[src/rtl/display_scan_if.sv]
// Digit/display bundle between the BCD counter stage and the scan driver.
// The counter side is the master; display_scan is the slave.
interface display_scan_if;
  logic       Blank_lz;
  logic [3:0] bcd_h_1;
  logic [3:0] bcd_h_0;
  logic [3:0] bcd_min_1;
  logic [3:0] bcd_min_0;
  logic [3:0] bcd_s_1;
  logic [3:0] bcd_s_0;
  logic [3:0] bcd_ms_2;
  logic [3:0] bcd_ms_1;
  logic [3:0] bcd_ms_0;
  logic [6:0] seg;
  logic       dp;
  logic [8:0] an;
  logic       frame;

  modport master (
    output Blank_lz, bcd_h_1, bcd_h_0, bcd_min_1, bcd_min_0,
           bcd_s_1, bcd_s_0, bcd_ms_2, bcd_ms_1, bcd_ms_0,
    input  seg, dp, an, frame
  );

  modport slave (
    input  Blank_lz, bcd_h_1, bcd_h_0, bcd_min_1, bcd_min_0,
           bcd_s_1, bcd_s_0, bcd_ms_2, bcd_ms_1, bcd_ms_0,
    output seg, dp, an, frame
  );
endinterface

[src/rtl/display_scan.sv]
// Time-multiplexed 9-digit 7-segment scanner with per-frame tear-free snapshot,
// separator decimal points and optional hours leading-zero blanking. Falling-edge clocked.
module display_scan #(
  parameter int unsigned DIV = 1000
) (
  input logic         NEclk,
  input logic         Nreset,
  display_scan_if.slave dsp
);
  localparam int unsigned PW = (DIV > 1) ? $clog2(DIV) : 1;
  localparam logic [PW-1:0] PrescLast = PW'(DIV - 1);

  logic [PW-1:0]    presc_q;
  logic [3:0]       idx_q;
  logic             first_q;
  logic [8:0][3:0]  shadow_q;
  logic [8:0][3:0]  digits;
  logic             tick, wrap, snap;

  logic [3:0]       cur;
  logic             blank;
  logic [6:0]       seg_d, seg_q;
  logic             dp_d, dp_q;
  logic [8:0]       an_d, an_q;
  logic             frame_q;

  // Index 8 is the leftmost digit (hours tens), index 0 is ms units.
  assign digits = {dsp.bcd_h_1, dsp.bcd_h_0, dsp.bcd_min_1, dsp.bcd_min_0,
                   dsp.bcd_s_1, dsp.bcd_s_0, dsp.bcd_ms_2, dsp.bcd_ms_1, dsp.bcd_ms_0};

  assign tick = (presc_q == PrescLast);
  assign wrap = tick && (idx_q == 4'd8);
  assign snap = wrap || first_q;

  always_ff @(negedge NEclk or negedge Nreset) begin
    if (!Nreset) begin
      presc_q  <= '0;
      idx_q    <= '0;
      first_q  <= 1'b1;
      shadow_q <= '0;
      frame_q  <= 1'b0;
      an_q     <= '0;
      seg_q    <= '0;
      dp_q     <= 1'b0;
    end else begin
      presc_q <= tick ? '0 : presc_q + PW'(1);
      if (tick) begin
        idx_q <= wrap ? 4'd0 : idx_q + 4'd1;
      end
      first_q <= 1'b0;
      frame_q <= snap;
      if (snap) begin
        shadow_q <= digits;
      end
      an_q  <= an_d;
      seg_q <= seg_d;
      dp_q  <= dp_d;
    end
  end

  always_comb begin
    cur   = shadow_q[idx_q];
    blank = dsp.Blank_lz &&
            (((idx_q == 4'd8) && (shadow_q[8] == 4'd0)) ||
             ((idx_q == 4'd7) && (shadow_q[8] == 4'd0) && (shadow_q[7] == 4'd0)));
    case (cur)
      4'd0:    seg_d = 7'b0111111;
      4'd1:    seg_d = 7'b0000110;
      4'd2:    seg_d = 7'b1011011;
      4'd3:    seg_d = 7'b1001111;
      4'd4:    seg_d = 7'b1100110;
      4'd5:    seg_d = 7'b1101101;
      4'd6:    seg_d = 7'b1111101;
      4'd7:    seg_d = 7'b0000111;
      4'd8:    seg_d = 7'b1111111;
      4'd9:    seg_d = 7'b1101111;
      default: seg_d = 7'b1000000;
    endcase
    an_d = 9'd1 << idx_q;
    dp_d = ((idx_q == 4'd3) || (idx_q == 4'd5) || (idx_q == 4'd7)) && !blank;
    if (blank) begin
      seg_d = '0;
    end
    // Shadows are only valid after the start-up snapshot edge, so stay dark on it.
    if (first_q) begin
      an_d  = '0;
      seg_d = '0;
      dp_d  = 1'b0;
    end
  end

  assign dsp.an    = an_q;
  assign dsp.seg   = seg_q;
  assign dsp.dp    = dp_q;
  assign dsp.frame = frame_q;
endmodule
[src/flat_wrapper.sv]
// flat-port wrapper written by rule: the top's interface ports become plain ports
module display_scan_flat 
#(
  parameter int unsigned DIV = 1000
)
  (NEclk, Nreset, dsp_Blank_lz, dsp_bcd_h_1, dsp_bcd_h_0, dsp_bcd_min_1, dsp_bcd_min_0, dsp_bcd_s_1, dsp_bcd_s_0, dsp_bcd_ms_2, dsp_bcd_ms_1, dsp_bcd_ms_0, dsp_seg, dsp_dp, dsp_an, dsp_frame);
  display_scan_if dsp_i ();
  input logic NEclk;
  input logic Nreset;
  input wire logic [$bits(dsp_i.Blank_lz)-1:0] dsp_Blank_lz;
  input wire logic [$bits(dsp_i.bcd_h_1)-1:0] dsp_bcd_h_1;
  input wire logic [$bits(dsp_i.bcd_h_0)-1:0] dsp_bcd_h_0;
  input wire logic [$bits(dsp_i.bcd_min_1)-1:0] dsp_bcd_min_1;
  input wire logic [$bits(dsp_i.bcd_min_0)-1:0] dsp_bcd_min_0;
  input wire logic [$bits(dsp_i.bcd_s_1)-1:0] dsp_bcd_s_1;
  input wire logic [$bits(dsp_i.bcd_s_0)-1:0] dsp_bcd_s_0;
  input wire logic [$bits(dsp_i.bcd_ms_2)-1:0] dsp_bcd_ms_2;
  input wire logic [$bits(dsp_i.bcd_ms_1)-1:0] dsp_bcd_ms_1;
  input wire logic [$bits(dsp_i.bcd_ms_0)-1:0] dsp_bcd_ms_0;
  output wire logic [$bits(dsp_i.seg)-1:0] dsp_seg;
  output wire logic [$bits(dsp_i.dp)-1:0] dsp_dp;
  output wire logic [$bits(dsp_i.an)-1:0] dsp_an;
  output wire logic [$bits(dsp_i.frame)-1:0] dsp_frame;
  assign dsp_i.Blank_lz = dsp_Blank_lz;
  assign dsp_i.bcd_h_1 = dsp_bcd_h_1;
  assign dsp_i.bcd_h_0 = dsp_bcd_h_0;
  assign dsp_i.bcd_min_1 = dsp_bcd_min_1;
  assign dsp_i.bcd_min_0 = dsp_bcd_min_0;
  assign dsp_i.bcd_s_1 = dsp_bcd_s_1;
  assign dsp_i.bcd_s_0 = dsp_bcd_s_0;
  assign dsp_i.bcd_ms_2 = dsp_bcd_ms_2;
  assign dsp_i.bcd_ms_1 = dsp_bcd_ms_1;
  assign dsp_i.bcd_ms_0 = dsp_bcd_ms_0;
  assign dsp_seg = dsp_i.seg;
  assign dsp_dp = dsp_i.dp;
  assign dsp_an = dsp_i.an;
  assign dsp_frame = dsp_i.frame;
  display_scan #(.DIV(DIV)) u_core (.NEclk(NEclk), .Nreset(Nreset), .dsp(dsp_i));
endmodule
[config.mk]
export PLATFORM = sky130hd
export DESIGN_NAME = display_scan_flat
export DESIGN_NICKNAME = d
export VERILOG_FILES = /design/src/rtl/display_scan_if.sv /design/src/rtl/display_scan.sv /design/src/flat_wrapper.sv
export SDC_FILE = /design/constraint.sdc
export NUM_CORES = 1
export LEC_CHECK = 0
export BUFFER_PORTS_ARGS = -buffer_cell sky130_fd_sc_hd__buf_2
export CELL_PAD_IN_SITES_DETAIL_PLACEMENT = 1
export CELL_PAD_IN_SITES_GLOBAL_PLACEMENT = 2
export CORE_MARGIN = 2
export CORE_UTILIZATION = 25
export CTS_CLUSTER_SIZE = 30
export DETAILED_ROUTE_END_ITERATION = 12
export PLACE_DENSITY = 0.65
export SYNTH_ARGS = -nofsm -noshare
export SYNTH_HDL_FRONTEND = slang
export SYNTH_SLANG_ARGS = --single-unit
[constraint.sdc]
create_clock -name NEclk -period 3.15 [get_ports NEclk]
set_clock_uncertainty 0.1 [all_clocks]
set_input_delay 0.315 -clock NEclk [delete_from_list [all_inputs] [get_ports NEclk]]
set_output_delay 0.315 -clock NEclk [all_outputs]
set_load 0.02 [all_outputs]
Word-level counts from Yosys, hierarchy flattened
Memories as Yosys holds them, arrays and structs flattened.
Index checks and enable logic that the tools add are counted.
{"block": "classes", "add_sub_neg": 2, "order_cmp": 1, "n_eq_ne": 5, "shifts": 1, "mux": 8, "reduce_logical": 13}
{"cell": "4-bit binary-select mux with 4-bit select", "n": 1}
{"cell": "7-bit two-way mux", "n": 2}
{"cell": "10-bit by 1-bit adder with 10-bit output, second input constant", "n": 1}
{"cell": "10-bit equality test, second input constant", "n": 1}
{"cell": "10-bit two-way mux", "n": 1}
{"cell": "9-bit two-way mux", "n": 1}
{"cell": "1-bit by 4-bit left shift with 9-bit output, first input constant", "n": 1}
{"cell": "4-bit by 3-bit equality test with 1-bit output, second input constant", "n": 2}
{"cell": "4-bit logical NOT", "n": 2}
{"cell": "4-bit two-way mux", "n": 2}
{"cell": "1-bit logical AND", "n": 6}
{"cell": "4-bit by 5-bit less-than comparator with 1-bit output, second input constant", "n": 1}
{"cell": "4-bit by 1-bit adder with 4-bit output, second input constant", "n": 1}
{"cell": "4-bit by 2-bit equality test with 1-bit output, second input constant", "n": 1}
{"cell": "4-bit equality test, second input constant", "n": 1}
{"cell": "1-bit logical OR", "n": 4}
{"cell": "1-bit logical NOT", "n": 1}
{"cell": "1-bit two-way mux", "n": 1}
{"block": "totals", "reg_bits": 69, "mem_bits_ro": 112, "input_bits": 39, "mem_count": 1}
{"memory": "(no name shown)", "depth": 16, "width": 7, "read_ports": 1, "rd_ports_with_merged_regs": 0, "write_ports": 0, "line": "display_scan.sv:66", "rtl": "case (cur)"}

Depth between registers and ports, before layout
{"block": "depth", "word_depth": 8, "ltp_mapped": 10, "depth_no_buf": 9}

==> key figures <==
GRT
  • GR Util All Layers: 11.93%
  • Grt peak-use layer: met2
  • Grt met2 use: 18.64%
  • Met1 GRT Util: 15.62%
  • GRT overflow: 0
  • Largest net degree at the start of global routing: 39
  • Number of global-route vias before repair: 2544
  • First-pass GRT wire length: 13460 um
  • Initial antenna violation count: 0
  • Grt met3 use: 3.679%

Yosys
  • Syn Area/Cell: 12.73 um^2
  • Syn Inst Count: 267
  • Synth warn: 0
  • Synth Cell Area: 3398 um^2
  • Number of synthesized register bits: 69
  • Number of distinct library cells after synthesis: 45
  • Post-synthesis sequential area ratio: 50.85%
  • Post-synth EDFFs: 0
  • Top FF cell, synth: dfrtn_1
  • Async SR Flop Fraction: 100.0%
  • Syn Nets: 318

Layout
  • Area Growth Syn to Fin: 24.59%
  • Non-Filler Instances: 514
  • Net count, final: 384
  • Antenna Cells: 0
  • Area of the multi-input gates: 1505 um^2
  • Most frequent cells in the layout: dfrtn_1 (68), buf_2 (56), mux2_4 (29)
  • Register area: 1728 um^2
  • Filler cell count: 1482
  • Layout cells sized above 1: 39.05%
  • Most common cell after layout, fill and taps aside: dfrtn_1

Critical path
  • CP max-delay cell: dfrtn_1
  • Stages on worst setup path: 1
  • Worst endpoint data arrival time: 2.49 ns
  • CP Cell Sequence: buf_2
  • Worst r2r path cells: 6
  • Crit start category: register
  • Largest stage delay on the critical path: 0.41 ns
  • CP endpoint kind: output pin
  • Kind of critical path: register to output pin
  • Worst path buffer plus inverter count: 1
  • CP max FO: 1
  • Worst EP required: 2.73 ns
  • CP top delay family: flip-flops

Status
  • Status: finished clean

Drt
  • Remaining DRCs: 0
  • Router iterations before antenna repair: 4
  • Wire per inst: 15.29 um
  • Detailed Route Iter0 Violations: 61
  • Post-Route WL: 7858 um
  • Vias: 2237
  • Via density: 4.352
  • Antenna-violating nets left: 0

Floorplanning
  • Die Area: 14540 um^2
  • Initial cell density of the core: 25.66%
  • Core box area: 13240 um^2
  • I/O pins: 57
  • Num rows: 42
  • DIE HEIGHT: 120.6 um
  • Die W: 120.6 um

Place
  • Dpl hpwl: 5906 um
  • GP Congestion: 0.7230
  • IO buf count: 56
  • Dpl cells: 498

Clocking
  • Clock slew at reported path FFs: 0.04 ns
  • Hold Buf Count CTS: 0
  • Deepest clock path buffer count: 2
  • Root Driver: clkbuf_16
  • Worst skew pair latency: 0.39 ns
  • CTS Buf Count: 9
  • Resized Gates After CTS: 0
  • Post-CTS Setup Bufs: 0
  • TritonCTS clock tree: built
  • Htree depth: 3
  • Clock sink count: 69

Pwr
  • Clk network pwr share: 47.6%
  • Overall power: 2365 uW
  • Leak: 0.001977 uW
  • Pwr dens: 558.6 nW/um^2
  • Switching Share: 22.81%
  • Internal power: 1826 uW
  • Sequential Power Share: 41.8%
  • Switch Pwr: 539.5 uW
  • Max IR drop VDD: 265.5 uV
  • Power share of the combinational group: 10.5%

Hold path
  • Hold Crit Depth: 1
  • Type of the tightest min-delay check: register to register

STA
  • Final Max Slew Viols: 0
  • Count of final setup violators: 0
  • Slew Limit Headroom: 57.73%
  • Unrepaired setup endpoints after global routing: false
  • Worst Max-Slew Pin Slew: 0.6303 ns
  • Final setup TNS: 0 ns
  • Final Hold Viols: 0

Flow run
  • Max_cap viols: 0
-- cell type report --
cell class	count	area share, %
sequential	69	40.81
multi-input combinational	176	35.55
timing repair buffer	69	9.811
clock buffer	11	5.969
tap	176	5.201
clock inverter	6	2.039
inverter	7	0.6206
-- per-layer routing --
layer	part of all wire (%)	up-vias
met3	4.5	8
li1	-	1070
met2	47	44
met4	1.5	0
met1	47	1115
met5	0	-
-- power by group through the flow --
stage / clock [uW] / sequential [uW] / combinational (uW)
after floorplan: 3.97 / 1010 / 154
after global placement: 3.97 / 1000 / 250
after detailed placement: 3.97 / 1010 / 254
after CTS: 1170 / 991 / 256
after global routing: 1210 / 998 / 280
final: 1130 / 990 / 249
-- cells in the mapped netlist (2+ instances only) --
library cell  count  share of area (%)
mux2i_1          18                5.3
a211oi_1          2               0.44
o31ai_1           2               0.44
ha_1             12                4.4
o41ai_1           2               0.52
buf_12            3                1.8
dfrtn_1          68                 50
xor2_1            4                1.0
o31ai_2           2               0.74
nor4_1            2               0.37
buf_2             4               0.59
a21oi_1           9                1.3
nand2_1          15                1.7
nand2b_1          3               0.55
nor2_1           17                1.9
clkbuf_1          2               0.22
nor2b_1           2               0.37
xnor2_1           2               0.52
mux2_2            9                3.0
buf_6             3               0.99
and4_1            2               0.52
inv_1             8               0.88
and3_1            3               0.55
nand3_1           8                1.2
buf_4             2               0.44
o21ai_0          10                1.5
and2_1            3               0.55
mux2_4           29                 13
o22ai_1           4               0.74
o221ai_1          2               0.52
-- per-stage QoR --
step | instance area [um^2] | worst slack, ns | utilization (%) | hold WS [ns]
2_1_floorplan | 3398 | 0.4579 | - | 0.2639
3_3_place_gp | 3899 | 0.3548 | 29.44 | 0.2863
3_5_place_dp | 3899 | 0.3615 | 29.44 | 0.2943
4_1_cts | 4234 | 0.2291 | 31.97 | 0.2947
5_1_grt | 4234 | 0.2181 | 31.97 | 0.3232
6_report | 4234 | 0.2489 | 31.97 | 0.2889
-- registers in the layout, summed over array words and instances, names as in the netlist --
register and cells:
u_core.shadow_q 36, u_core.presc_q 10, u_core.dsp.an 9, u_core.dsp.seg 7, u_core.idx_q 4, u_core.dsp.dp 1
u_core.dsp.frame 1, u_core.first_q 1
-- path summary, 6_finish.rpt --
kind,start,end,slack (ns)
worst max-delay path,u_core.dsp.dp$_DFF_NN0_,dsp_dp,0.25
worst min-delay path,u_core.presc_q[0]$_DFF_NN0_,u_core.presc_q[0]$_DFF_NN0_,0.29
worst max register to register,u_core.idx_q[0]$_DFFE_NN0N_,u_core.shadow_q[35]$_DFFE_NN0P_,0.63
worst min register to register,u_core.presc_q[0]$_DFF_NN0_,u_core.presc_q[0]$_DFF_NN0_,0.29
max in group asynchronous,Nreset,u_core.shadow_q[8]$_DFFE_NN0P_,1.06
min in group asynchronous,Nreset,u_core.shadow_q[19]$_DFFE_NN0P_,1.27
-- cell families after synthesis --
| logic type | after synthesis | share of synthesized area [%] |
|---|---|---|
| xor gates and xnor gates | 6 | 1.546 |
| AOI/OAI and AO/OA | 36 | 7.032 |
| DFF | 69 | 50.85 |
| muxes | 56 | 21.10 |
| other | 1 | 0.1104 |
| and+or+nand+nor | 65 | 10.05 |
| buffers and inverters | 22 | 4.897 |
| adders and majority gates | 12 | 4.418 |
Note: power is estimated with default switching activity, not from simulation.
